==> src/rtl/autobaud_ctrl_pkg.sv <==
// Shared definitions for the autobaud controller: one-hot state layout,
// counter width and the default glitch threshold.
package autobaud_ctrl_pkg;

    localparam int STATE_W         = 8;
    localparam int CNT_W           = 8;
    localparam int MIN_CNT_DEFAULT = 4;

    localparam int IDLE_IX      = 0;
    localparam int ARM_IX       = 1;
    localparam int WAIT_FALL_IX = 2;
    localparam int CLEAR_IX     = 3;
    localparam int MEASURE_IX   = 4;
    localparam int LOAD_IX      = 5;
    localparam int DONE_IX      = 6;
    localparam int ERR_IX       = 7;

    typedef enum logic [STATE_W-1:0] {
        ST_IDLE      = STATE_W'(1) << IDLE_IX,
        ST_ARM       = STATE_W'(1) << ARM_IX,
        ST_WAIT_FALL = STATE_W'(1) << WAIT_FALL_IX,
        ST_CLEAR     = STATE_W'(1) << CLEAR_IX,
        ST_MEASURE   = STATE_W'(1) << MEASURE_IX,
        ST_LOAD      = STATE_W'(1) << LOAD_IX,
        ST_DONE      = STATE_W'(1) << DONE_IX,
        ST_ERR       = STATE_W'(1) << ERR_IX
    } state_e;

    localparam logic [CNT_W-1:0] CNT_MAX = '1;

endpackage

==> src/rtl/rx_sync_edge.sv <==
// Brings the asynchronous rx line into the clk domain and flags falling
// edges of the synchronized line.
module rx_sync_edge (
    input  logic clk,
    input  logic rst,
    input  logic rx,
    output logic rx_s,
    output logic fall
);

    logic meta_q;
    logic rx_s_q;
    logic rx_d_q;

    // NOTE: all three flops reset to the idle-high line level so that no
    // false falling edge appears when reset is released.
    always_ff @(posedge clk or posedge rst) begin
        if (rst) begin
            meta_q <= 1'b1;
            rx_s_q <= 1'b1;
            rx_d_q <= 1'b1;
        end else begin
            meta_q <= rx;
            rx_s_q <= meta_q;
            rx_d_q <= rx_s_q;
        end
    end

    assign rx_s = rx_s_q;
    assign fall = rx_d_q & ~rx_s_q;

endmodule

==> src/rtl/autobaud_ctrl.sv <==
// Autobaud measurement controller: times the first low start bit on rx with
// an external 8-bit counter and loads the external N register with L-1.
module autobaud_ctrl
    import autobaud_ctrl_pkg::*;
#(
    parameter int MIN_CNT = MIN_CNT_DEFAULT
) (
    input  logic             clk,
    input  logic             rst,
    input  logic             start,
    input  logic             abort,
    input  logic             rx,
    input  logic [CNT_W-1:0] cnt_q,
    output logic             cnt_en,
    output logic             cnt_rst,
    output logic             ld_en,
    output logic             busy,
    output logic             done,
    output logic             err
);

    localparam logic [CNT_W-1:0] MIN_CNT_V = CNT_W'(MIN_CNT);

    logic   rx_s;
    logic   fall;
    state_e state_q;

    rx_sync_edge u_rx_sync_edge (
        .clk  (clk),
        .rst  (rst),
        .rx   (rx),
        .rx_s (rx_s),
        .fall (fall)
    );

    // Abort outranks every other transition; start is only looked at in
    // IDLE, DONE and ERR.
    always_ff @(posedge clk or posedge rst) begin
        if (rst) begin
            state_q <= ST_IDLE;
        end else if (abort) begin
            state_q <= ST_IDLE;
        end else begin
            case (state_q)
                ST_IDLE:      if (start) state_q <= ST_ARM;
                ST_ARM:       if (rx_s)  state_q <= ST_WAIT_FALL;
                ST_WAIT_FALL: if (fall)  state_q <= ST_CLEAR;
                ST_CLEAR:     state_q <= ST_MEASURE;
                ST_MEASURE: begin
                    if (rx_s) begin
                        state_q <= (cnt_q < MIN_CNT_V) ? ST_WAIT_FALL : ST_LOAD;
                    end else if (cnt_q == CNT_MAX) begin
                        state_q <= ST_ERR;
                    end
                end
                ST_LOAD:      state_q <= ST_DONE;
                ST_DONE:      if (start) state_q <= ST_ARM;
                ST_ERR:       if (start) state_q <= ST_ARM;
                default:      state_q <= ST_IDLE;
            endcase
        end
    end

    // Outputs come straight from state flops so cnt_rst can never glitch.
    assign cnt_rst = state_q[CLEAR_IX];
    assign cnt_en  = state_q[MEASURE_IX];
    assign ld_en   = state_q[LOAD_IX];
    assign done    = state_q[DONE_IX];
    assign err     = state_q[ERR_IX];
    assign busy    = state_q[ARM_IX] | state_q[WAIT_FALL_IX] | state_q[CLEAR_IX]
                   | state_q[MEASURE_IX] | state_q[LOAD_IX];

endmodule

==> config.mk <==
export PLATFORM = sky130hd
export DESIGN_NAME = autobaud_ctrl
export DESIGN_NICKNAME = d
export VERILOG_FILES = /design/src/rtl/autobaud_ctrl_pkg.sv /design/src/rtl/rx_sync_edge.sv /design/src/rtl/autobaud_ctrl.sv
export SDC_FILE = /design/constraint.sdc
export NUM_CORES = 1
export LEC_CHECK = 0
export CAP_MARGIN = 5
export CORE_UTILIZATION = 35
export DETAILED_ROUTE_END_ITERATION = 16
export PLACE_DENSITY = 0.64
export SLEW_MARGIN = 40
export SYNTH_ARGS = -nofsm -noshare
export SYNTH_HDL_FRONTEND = slang
export SYNTH_HIERARCHICAL = 1
export SYNTH_SLANG_ARGS = --single-unit
==> constraint.sdc <==
create_clock -name clk -period 2.1 [get_ports clk]
set_input_delay 0.42 -clock clk [delete_from_list [all_inputs] [get_ports clk]]
set_output_delay 0.42 -clock clk [all_outputs]
set_load 0.02 [all_outputs]
Yosys cells after proc, flatten, opt, wreduce, memory -nomap -nowiden
Index checks and enable logic that the tools add are counted.
{"block": "totals", "register_bits": 11, "inputBits": 13, "out_inout_bits": 6, "wordCells": 34}
{"block": "classes", "n_lt_le_gt_ge": 1, "n_eq_ne": 13, "n_mux": 8, "bitwise": 6, "n_reduce_logical": 2}
{"operator": "$mux 8", "count": 6}
{"operator": "$pmux 8 s6", "count": 1}
{"operator": "$eq 8x8->1 const B", "count": 2}
{"operator": "$eq 8x1->1 const B", "count": 1}
{"operator": "$eq 8x2->1 const B", "count": 1}
{"operator": "$eq 8x3->1 const B", "count": 1}
{"operator": "$eq 8x4->1 const B", "count": 1}
{"operator": "$eq 8x5->1 const B", "count": 1}
{"operator": "$eq 8x6->1 const B", "count": 1}
{"operator": "$eq 8x7->1 const B", "count": 1}
{"operator": "$lt 8x3->1 const B", "count": 1}
{"operator": "$mux 6", "count": 1}
{"operator": "$ne 4x3->1 const B", "count": 1}
{"operator": "$or 1x1->1", "count": 4}
{"operator": "$reduce_and 4->1", "count": 1}
{"operator": "$ne 3x1->1 const B", "count": 1}
{"operator": "$ne 3x2->1 const B", "count": 1}
{"operator": "$ne 3x3->1 const B", "count": 1}
{"operator": "$reduce_or 3->1", "count": 1}
{"operator": "$and 1x1->1", "count": 1}
{"operator": "$not 1->1", "count": 1}

Logic depth before layout (Yosys ltp)
Gate-level depths: netlist of the first run.
{"block": "logic_depth", "word_depth": 5, "depth_mapped": 5, "ltp_nobuf": 5}

Cells and area by module
Netlist of the first run, hierarchy kept.
{"mod": "autobaud_ctrl", "n_inst": 1, "cells_per_inst": 74, "area_each_um2": 636.9, "seq_area_each_um2": 201.4}
{"mod": "rx_sync_edge", "n_inst": 1, "cells_per_inst": 5, "area_each_um2": 96.3, "seq_area_each_um2": 78.8}

Worst setup path after synthesis of the first run
OpenSTA, ideal clock, no wires.
{"block": "synth_path", "path_kind": "register -> register", "from": "register state_q[4]", "to": "register state_q[7]", "arrival_time_ps": 1597, "slack_ps": 421, "stages_incl_launch_ff": 6, "n_path_buf": 1, "synth_period_minus_slack_ps": 1679, "path_cell_list": "dfrtp_1 -> buf_6 -> or3_1 -> a2111o_1 -> o31a_2 -> a22oi_2"}
{"block": "synth_between", "elab_chain_cells": 4}
{"item": "start: declaration", "line": "autobaud_ctrl.sv:26", "rtl": "state_e state_q;"}
{"item": "start signal: assignment", "line": "autobaud_ctrl.sv:51", "rtl": "state_q <= (cnt_q < MIN_CNT_V) ? ST_WAIT_FALL : ST_LOAD;"}
{"item": "$eq 8x8->1 (tied with other cells)", "line": "autobaud_ctrl.sv:44", "rtl": "case (state_q)"}
{"item": "$reduce_or 3->1 (no line)"}
{"item": "$pmux 8 s6 or $ne 3x1->1 (tied branches)"}
{"item": "$mux 8 or $reduce_and 4->1 (tied branches)"}
Parallel ways exist; a longest one is shown, timed or not.
A chain may end at the register's enable or synchronous reset.

Worst setup path in the final report of the first run
{"block": "layout_path", "from": "register state_q[2]", "to": "output port busy"}
{"block": "layout_between", "elab_chain_cells": 4}
{"item": "$or 1x1->1 (2 in series)", "line": "autobaud_ctrl.sv:70", "rtl": "assign busy = state_q[ARM_IX] | state_q[WAIT_FALL_IX] | state_q[CLEAR_IX]"}
{"item": "$or 1x1->1 (2 in series)", "line": "autobaud_ctrl.sv:71", "rtl": "| state_q[MEASURE_IX] | state_q[LOAD_IX];"}
{"item": "end: declaration", "line": "autobaud_ctrl.sv:17", "rtl": "output logic busy,"}
No other way between the ends.

==> metrics, run 1 <==
CTS clk-pin slew, worst paths=70 ps; WL final=1590 um; vias in the first global route=588; Antenna Violating Nets Remaining=0; WL per Instance=12.6 um; status=finished clean; fraction of layout cells with a size suffix above 1=0.172; Ports=19; Net Sw Frac=0.273; EDFF count, synth=0; first-pass GRT wire length=2540 um; setup tns final=0 ps; setup violators final=0; clock buffer depth=2; CP required=1680 ps; synthesized area=approximately 730 um^2; crit end category=primary output; max frequency=497 MHz; core footprint=about 2000 um^2; Initial Util=0.374; largest family of logic cells by synthesized area=simple AND/OR/NAND/NOR gates; Pre-Repair DR Iteration Count=7; fin crit share=0.959; complex-gate fraction of the synthesized area=0.181; worst slew pin tran=513 ps; MaxCap Viol Count=0; setup ws final=around 87 ps; proportion of synthesized area in mux cells=0; Die X=about 48 um; Synth Instances=79; detailed placement HPWL=1220 um; TritonCTS clock tree=yes; xor and xnor area share after synthesis=0.0239; final hold vios=0; total track usage=0.159; WS Path Type=reg2out; area of the die=roughly 2300 um^2; peak fanout along the critical path=8; PortBufs=18; DIE HEIGHT=~48 um; gpl congestion=0.871; Int Pwr=roughly 350 uW; antenna violations before repair=0; commonest non-fill, non-tap cell in the layout=clkdlybuf4s50_1; DR vias/cell=about 5.3; startpoint class of the critical path=flip-flop; CTS Buf Count=3; flops & latches, synth=11; Pwr Density=506 nW/um^2; sequential area share after synthesis=0.382; # diodes=0; Sink Count=11; YS warnings=6; fill count=between 200 and 250; Comb power frac=0.213; pre-CTS setup slack=79.2 ps; Vias=668; Post-Synth Simple-Gate Area=0.336; peak supply drop=approximately 270 uV; Rows=16; initial drt markers=25; Finished Layout Cells=126; area delta synth->final=30.0%; distinct cell type count after synthesis=33; slew margin rel.=0.657; sequential group share of total power=0.495; Final Net Count=113; Post-synth ARST share=1.00; Synthesized Nets=92; net switching power=132 uW; largest net degree at the start of global routing=12; CP arrival=between 1500 and 2000 ps; placed instance count=122; Tmin final=slightly above 2000 ps; total global routing overflow=0; RSZ-0062 raised after global routing=false; Pins Over Slew Limit=0; clock root buffer=clkbuf_4; main flop type after synthesis=dfrtp_1; H-tree depth=1; DRC viols=0; clock share of power=0.292; Setup Skew=2.90 ps; leakage=0.000360 uW; adder-cell share of the synthesized area=0; HP Class=reg2reg; most frequent cells in the layout=clkdlybuf4s50_1 (18), nor2_1 (9), nand2_1 (5), dfrtp_1 (5); CTS Hold Bufs=0; syn avg cell area=between 9 and 10 um^2; clk_lat worst skew=260 ps
-- routing by layer --
metal / vias up / part of all wire / global-route usage
met5: - / 0 / 0
met4: 0 / 0 / 0.0944
met3: 0 / 0.045 / 0.0151
met2: 25 / 0.49 / 0.216
met1: 309 / 0.47 / 0.239
li1: 334 / - / -
-- power groups by stage --
| stage | Sequential, uW | Clock (uW) | Combinational, uW |
|---|---|---|---|
| 2_1_floorplan | 235 | 0 | 65.2 |
| 3_3_place_gp | 241 | 0 | 100 |
| 3_5_place_dp | 241 | 0 | 100 |
| 4_1_cts | 238 | 148 | 102 |
| 5_1_grt | 241 | 156 | 113 |
| 6_report | 239 | 141 | 103 |
-- layout make-up --
type,count,area [um^2],area share
Clock inverter,1,5.00,0.00525
Tap cell,27,33.8,0.0354
Sequential cell,11,283,0.297
Multi-Input combinational cell,61,403,0.423
Clock buffer,3,22.5,0.0236
Timing Repair Buffer,20,195,0.205
Inverter,3,11.3,0.0118
-- critical path, stage by stage (launching register included) --
cell	delay, ps
dfrtp_1	480
nor3_4	240
nand2_1	70
clkdlybuf4s50_1	530
-- synth_stat cells (2+ instances only) --
cell | n | area (um^2)
a31oi_1 | 3 | 18.8
buf_6 | 4 | 45.0
dfrtp_1 | 7 | 175
dfstp_2 | 4 | 105
inv_1 | 3 | 11.3
nand2_1 | 5 | 18.8
nand3_1 | 3 | 15.0
nand3b_1 | 4 | 30.0
nand4_1 | 3 | 18.8
nor2_1 | 9 | 33.8
nor2b_1 | 2 | 12.5
nor3_1 | 3 | 15.0
nor4_1 | 2 | 12.5
o211ai_1 | 2 | 15.0
o21ai_0 | 2 | 10.0
o21ai_1 | 3 | 15.0
or3_1 | 2 | 12.5
or3b_1 | 2 | 17.5
xor2_1 | 2 | 17.5
-- worst paths after layout --
check / start / end / slack (ps) / depth (start not counted)
worst max-delay path: state_q[2]$_DFFE_PP0P_ / busy / 90 / 3
worst min-delay path: u_rx_sync_edge/meta_q$_DFF_PP1_ / u_rx_sync_edge/rx_s$_DFF_PP1_ / 360 / 0
worst max register to register: u_rx_sync_edge/rx_s$_DFF_PP1_ / state_q[7]$_DFFE_PP0P_ / 320 / 5
worst min register to register: u_rx_sync_edge/meta_q$_DFF_PP1_ / u_rx_sync_edge/rx_s$_DFF_PP1_ / 360 / 0
max in group asynchronous: rst / state_q[0]$_DFFE_PP1P_ / 1380 / 2
min in group asynchronous: rst / state_q[2]$_DFFE_PP0P_ / 430 / 2
-- metrics by stage --
stage / hold WS [ps] / instance area, um^2 / utilization / total power (uW)
finish: 360 / 953 / 0.486 / 483
detailed placement: 351 / 917 / 0.467 / 342
global placement: 346 / 917 / 0.467 / 341
CTS: 361 / 951 / 0.485 / 489
floorplan: 235 / 733 / - / 300
global route: 365 / 953 / 0.486 / 510
-- sequential cells by signal (all words and copies together) (netlist names) --
signal and cells:
state_q 8, u_rx_sync_edge/meta_q 1, u_rx_sync_edge/rx_d_q 1, u_rx_sync_edge/rx_s 1
-- cell families after synthesis --
logic type | count (synthesis)
AOI/OAI and AO/OA | 18
xor gates and xnor gates | 2
buffers and inverters | 7
DFF | 11
and+or+nand+nor | 41
-- timing repair --
action                                  4_1_cts  5_1_grt
buffers inserted                              0        0
endpoints found under the setup margin        1        1
resized for setup                             1        2
pin swaps                                     0        0
gates cloned                                  0        0
Power figures use the tool's default switching activity.
==> run 2: changes to the inputs <==
Settings changed: TNS_END_PERCENT from default to 20.
==> results of run 2 <==
Same layout as run 1: the final DEF is identical, and so are final timing and power.
